[config.mk]
export PLATFORM = sky130hd
export DESIGN_NAME = dds_freq_meter
export DESIGN_NICKNAME = d
export VERILOG_FILES = /design/src/rtl/dds_freq_meter.sv
export SDC_FILE = /design/constraint.sdc
export NUM_CORES = 1
export LEC_CHECK = 0
export CAP_MARGIN = 20
export CORE_MARGIN = 2
export CORE_UTILIZATION = 57
export DETAILED_ROUTE_END_ITERATION = 7
export PLACE_DENSITY = 0.85
export SLEW_MARGIN = 20
export SYNTH_ARGS = -nofsm -noshare
export SYNTH_HDL_FRONTEND = slang
export SYNTH_SLANG_ARGS = --single-unit
[constraint.sdc]
create_clock -name clk -period 3.2 [get_ports clk]
set_input_delay 0.48 -clock clk [delete_from_list [all_inputs] [get_ports clk]]
set_output_delay 0.48 -clock clk [all_outputs]
set_load 0.02 [all_outputs]
[src/rtl/dds_freq_meter.sv]
// dds_freq_meter: measures the DDS output frequency by counting rising zero crossings
// (with hysteresis) over a 2^GATE_LOG2-cycle gate and rebuilding an FCW estimate.
module dds_freq_meter #(
    parameter int DATA_W    = 16,
    parameter int FCW_W     = 24,
    parameter int GATE_LOG2 = 20,
    parameter int HYST      = 256
) (
    input  logic                 clk,
    input  logic                 reset,
    input  logic [DATA_W-1:0]    sine_in,
    input  logic                 sample_en,
    input  logic                 start,
    input  logic                 continuous,
    output logic [FCW_W-1:0]     fcw_est,
    output logic [GATE_LOG2:0]   crossings,
    output logic                 meas_valid,
    output logic                 busy,
    output logic                 overflow
);
    localparam int SHIFT = FCW_W - GATE_LOG2;
    localparam logic signed [DATA_W-1:0] POS_TH = DATA_W'(HYST);
    localparam logic signed [DATA_W-1:0] NEG_TH = -POS_TH;

    typedef enum logic [1:0] {POL_UNK, POL_POS, POL_NEG} pol_t;
    typedef enum logic {IDLE, GATE} state_t;

    pol_t                 pol_q, pol_d;
    state_t               state_q, state_d;
    logic                 cross_q, cross_d;
    logic [GATE_LOG2-1:0] gate_q, gate_d;
    logic [GATE_LOG2:0]   cnt_q, cnt_d;
    logic                 sat_q, sat_d;
    logic [FCW_W-1:0]     fcw_q, fcw_d;
    logic [GATE_LOG2:0]   crossings_q, crossings_d;
    logic                 valid_q, valid_d;
    logic                 ovf_q, ovf_d;

    logic signed [DATA_W-1:0] s;
    logic                     hi, lo, last, cnt_full, cnt_ovf, est_ovf;
    logic [GATE_LOG2:0]       cnt_inc;
    logic [FCW_W:0]           est_wide;

    assign s        = $signed(sine_in);
    assign hi       = s >= POS_TH;
    assign lo       = s <= NEG_TH;
    assign last     = gate_q == '1;
    assign cnt_full = cnt_q == '1;
    // Count including this cycle's pulse, so a crossing in the final cycle still lands.
    assign cnt_inc  = (cross_q && !cnt_full) ? cnt_q + 1'b1 : cnt_q;
    assign cnt_ovf  = sat_q || (cross_q && cnt_full);
    assign est_wide = (FCW_W+1)'(cnt_inc) << SHIFT;
    assign est_ovf  = est_wide[FCW_W];

    always_comb begin
        pol_d   = !sample_en ? pol_q : hi ? POL_POS : lo ? POL_NEG : pol_q;
        cross_d = sample_en && hi && (pol_q == POL_NEG);
    end

    always_comb begin
        state_d     = state_q;
        gate_d      = gate_q;
        cnt_d       = cnt_q;
        sat_d       = sat_q;
        fcw_d       = fcw_q;
        crossings_d = crossings_q;
        ovf_d       = ovf_q;
        valid_d     = 1'b0;
        if (state_q == IDLE) begin
            if (start || continuous) begin
                state_d = GATE;
                gate_d  = '0;
                cnt_d   = '0;
                sat_d   = 1'b0;
            end
        end else begin
            gate_d = gate_q + 1'b1;
            cnt_d  = cnt_inc;
            sat_d  = cnt_ovf;
            if (last) begin
                valid_d     = 1'b1;
                crossings_d = cnt_inc;
                fcw_d       = est_ovf ? '1 : est_wide[FCW_W-1:0];
                ovf_d       = cnt_ovf || est_ovf;
                state_d     = continuous ? GATE : IDLE;
                gate_d      = '0;
                cnt_d       = '0;
                sat_d       = 1'b0;
            end
        end
    end

    always_ff @(posedge clk) begin
        if (reset) begin
            pol_q       <= POL_UNK;
            state_q     <= IDLE;
            cross_q     <= 1'b0;
            gate_q      <= '0;
            cnt_q       <= '0;
            sat_q       <= 1'b0;
            fcw_q       <= '0;
            crossings_q <= '0;
            valid_q     <= 1'b0;
            ovf_q       <= 1'b0;
        end else begin
            pol_q       <= pol_d;
            state_q     <= state_d;
            cross_q     <= cross_d;
            gate_q      <= gate_d;
            cnt_q       <= cnt_d;
            sat_q       <= sat_d;
            fcw_q       <= fcw_d;
            crossings_q <= crossings_d;
            valid_q     <= valid_d;
            ovf_q       <= ovf_d;
        end
    end

    assign fcw_est    = fcw_q;
    assign crossings  = crossings_q;
    assign meas_valid = valid_q;
    assign overflow   = ovf_q;
    assign busy       = state_q == GATE;
endmodule
==> impl_metrics.csv <==
group,metric,value,unit
sta,hold_viol_final,0,
floorplanning,core_area,0.006907,mm^2
worst_setup_path,timing.critical_path.buf_inv,2,
logic_synthesis,yosysTopAreaCell,"sky130_fd_sc_hd__dfxtp_1",
clocking,cts_resized,0,
clocking,clock_latency,0.37,ns
logic_synthesis,most_numerous_cell_types_in_the_synthesized_netlist,"sky130_fd_sc_hd__dfxtp_1, sky130_fd_sc_hd__a21oi_1, sky130_fd_sc_hd__nand2_1",
global_route,grt_pass1_wl,16370,um
clocking,cts_root_buf,"sky130_fd_sc_hd__clkbuf_8",
logic_synthesis,seq_area_frac_synth,43.26,%
worst_setup_path,worstSetupPathType,"flop to flop",
clocking,cts.reportedPaths.clkPinSlew,0.09,ns
logic_synthesis,yosys_warnings,0,
sta,period_minus_slack,2.354,ns
sta,relSlewSlack,45.89,%
worst_setup_path,r2r.worst_path.cells,8,
logic_synthesis,dominant_register_cell_in_the_synthesized_netlist,"sky130_fd_sc_hd__dfxtp_1",
logic_synthesis,register_bit_count_reported_by_yosys,89,
layout,finalCoreUtilization,72.90,%
worst_setup_path,endpoint_kind,"flop",
worst_setup_path,critical_path_cell_count,8,
sta,unrepaired_setup_endpoints_after_global_routing,"false",
global_route,overflow,0,
sta,timing.setup.tns,0,ns
logic_synthesis,synth-async-reset-ratio,0,%
logic_synthesis,synthSimpleGateAreaFrac,23.88,%
floorplanning,row_count,30,
logic_synthesis,synth_fa_ha_area_share,0.6075,%
logic_synthesis,yosys-top-cells-area,"sky130_fd_sc_hd__dfxtp_1, sky130_fd_sc_hd__a21oi_1, sky130_fd_sc_hd__nand2_1",
placed_design,buffer_ports.inserted,68,
floorplanning,top_level_ports,69,
worst_setup_path,crit_path_frequent_cell,"sky130_fd_sc_hd__buf_4",
power_and_ir_drop,leakagePower,1.693,nW
hold_path,hold_start,"pol_q[0]",
global_route,total_routing_usage_gr,26.32,%
routing,drt_iter0_markers,273,
layout,antennaDiodeCount,0,
hold_path,timing.hold.worst.class,"flop to flop",
clocking,tritoncts.num_buffers,9,
sta,final-setup-viol-count,0,
routing,avgRoutedWirePerCell,15.24,um
status,run_status,"complete, no violations",
worst_setup_path,critical-path-top-delay-family,"simple AND/OR/NAND/NOR gates",
logic_synthesis,synthMuxAreaShare,1.002,%
routing,num_vias,3794,
routing,viasPerCell,5.947,
worst_setup_path,setup.worst_path.start,"gate_q[0]",
clocking,ctsHtreeMaxLevel,3,
layout,fillers,556,
logic_synthesis,netlist_instances,480,
routing,routed_wl,9720,um
global_route,grt_max_degree,58,
logic_synthesis,nets_in_the_synthesized_netlist,503,
routing,drt_drc_violations_left,0,
clocking,tritoncts,"yes",
layout,layout-drive-gt1-share,8.856,%
clocking,cts-hold-fix-buffers,0,
floorplanning,die_area,0.007922,mm^2
worst_setup_path,timing.critical_path.required,3.48,ns
sta,maxSlewViolCount,0,
worst_setup_path,setup.worst_path.start_class,"flop",
worst_setup_path,crit_path_max_fanout,26,
global_route,grt_antenna_before_repair,0,
clocking,cts.path.max_buffers,2,
sta,fmax,424.8,MHz
placed_design,gp_congestion,0.8476,
worst_setup_path,reg_to_reg_slack_setup,0.85,ns
worst_setup_path,cp_data_arrival_time,2.64,ns
floorplanning,floorplan.initialDensity,59.64,%
worst_setup_path,critical_path.cell_chain,"ha_1 > nand3_1 > nor3_1 > buf_4 > and3_2 > buf_4 > nor2_1 > a211oi_1",
run,max-cap-violations,0,
sta,worst_slack,0.8457,ns
worst_setup_path,cpPeakStageDelay,0.52,ns
placed_design,dp.final_hpwl,6997,um
logic_synthesis,synth_area_per_cell,8.581,um^2
logic_synthesis,synthXorXnorAreaFrac,3.402,%
worst_setup_path,worstSetupEndpoint,"crossings[15]",
logic_synthesis,synth_enable_flop_cells,0,
logic_synthesis,netlist.area_leader.share,43.26,%
routing,drtPass1Iterations,5,
sta,tightestPinTransition,0.8044,ns
routing,ant_nets_after_route,0,
power_and_ir_drop,pwr_density_cell,394.0,mW/mm^2
global_route,first_global_vias,3602,
worst_setup_path,slowest_stage_cell_crit_path,"sky130_fd_sc_hd__and3_2",
logic_synthesis,post_synth_num_cell_types,62,
worst_setup_path,worst_r2r_startpoint,"gate_q[0]",
logic_synthesis,area_fraction_in_compound_gates_after_synthesis,23.45,%
logic_synthesis,synth_top_family_by_area,"simple AND/OR/NAND/NOR gates",
layout,finalNetCount,560,
sta,fin_skew,0.009143,ns
logic_synthesis,synth.most_common_cell,"sky130_fd_sc_hd__dfxtp_1",
clocking,cts_sinks,89,
layout,syn2layout_area_growth,22.24,%
floorplanning,die-width,89.01,um
clocking,cts_setup_buffers,0,
sta,finalCritPeriodShare,73.57,%
placed_design,pre_cts_ws,0.8467,ns
logic_synthesis,post_synth_instance_area,0.004119,mm^2
power_and_ir_drop,design_power_total,0.001984,W
worst_setup_path,r2r-end,"crossings[15]",
power_and_ir_drop,peakVddDrop,217.8,uV
floorplanning,fp.dieH,89.01,um
==> layout make-up <==
cell class / count / area (um^2) / area share (%)
Inverter: 8 / 30.03 / 0.5964
Timing Repair Buffer: 77 / 743.2 / 14.76
Multi-Input combinational cell: 352 / 2162 / 42.94
Sequential cell: 89 / 1782 / 35.39
Tap cell: 96 / 120.1 / 2.386
Clock inverter: 4 / 52.55 / 1.044
Clock buffer: 12 / 145.1 / 2.883
==> per-layer routing <==
layer	track usage, %	vias to the layer above	part of all wire (%)
met3	4.247	24	5.3
met2	46.20	128	50
met1	31.60	1768	43
met4	12.08	0	2.1
met5	0	-	0
li1	-	1874	-
==> metrics by stage <==
step | hold slack (ns) | instance area, um^2 | instances
global route | 0.4525 | 5035 | 638
floorplan | 0.3995 | 4119 | 480
CTS | 0.4535 | 5035 | 638
detailed placement | 0.4341 | 4837 | 622
global placement | 0.4110 | 4837 | 622
finish | 0.4504 | 5035 | 638
==> cell usage in the layout (no fill, tap or decap), types with 4 or more instances in the layout <==
master                             n
sky130_fd_sc_hd__o211ai_1          7
sky130_fd_sc_hd__xnor2_1           9
sky130_fd_sc_hd__inv_1             8
sky130_fd_sc_hd__a211oi_1         14
sky130_fd_sc_hd__or3_1             8
sky130_fd_sc_hd__clkbuf_8         10
sky130_fd_sc_hd__buf_4             9
sky130_fd_sc_hd__nand2_1          47
sky130_fd_sc_hd__nand4_1           8
sky130_fd_sc_hd__o21ai_0          27
sky130_fd_sc_hd__and3_1            4
sky130_fd_sc_hd__clkdlybuf4s50_1  67
sky130_fd_sc_hd__a31oi_1          12
sky130_fd_sc_hd__nand2b_1          7
sky130_fd_sc_hd__and4_1            6
sky130_fd_sc_hd__o21bai_1         18
sky130_fd_sc_hd__a21oi_1          50
sky130_fd_sc_hd__xor2_1            7
sky130_fd_sc_hd__nor3_1           11
sky130_fd_sc_hd__nor2_1           35
sky130_fd_sc_hd__dfxtp_1          89
sky130_fd_sc_hd__nand3_1          19
sky130_fd_sc_hd__nor4_1            7
==> state kept, by name, summed over array words and instances, names as in the netlist <==
name / count
cross_q: 1
meas_valid: 1
busy: 1
crossings: 20
sat_q: 1
fcw_est: 21
cnt_q: 21
overflow: 1
gate_q: 20
pol_q: 2
==> cell families after synthesis <==
| logic type | count (synthesis) |
|---|---|
| AND/OR/NAND/NOR | 179 |
| AO/OA/AOI/OAI | 151 |
| flip-flops | 89 |
| buffers and inverters | 39 |
| XOR/XNOR | 16 |
| multiplexers | 4 |
| adder cells (fa/ha/maj) | 2 |
==> worst min-delay path by stage <==
stage / end / slack (ns) / cells past startpoint
floorplan: cross_q / 0.40 / 1
global placement: cross_q / 0.41 / 1
global route: cross_q / 0.45 / 1
finish: cross_q / 0.45 / 1
CTS: cross_q / 0.45 / 1
detailed placement: cross_q / 0.43 / 1
==> report_power, final <==
part / internal, W / switching, W
combinational: 0.0000426 / 0.0000481
sequential: 0.00111 / 0.00000733
clock: 0.000383 / 0.000391
total: 0.00154 / 0.000446
(Power assumes the default switching activity.)
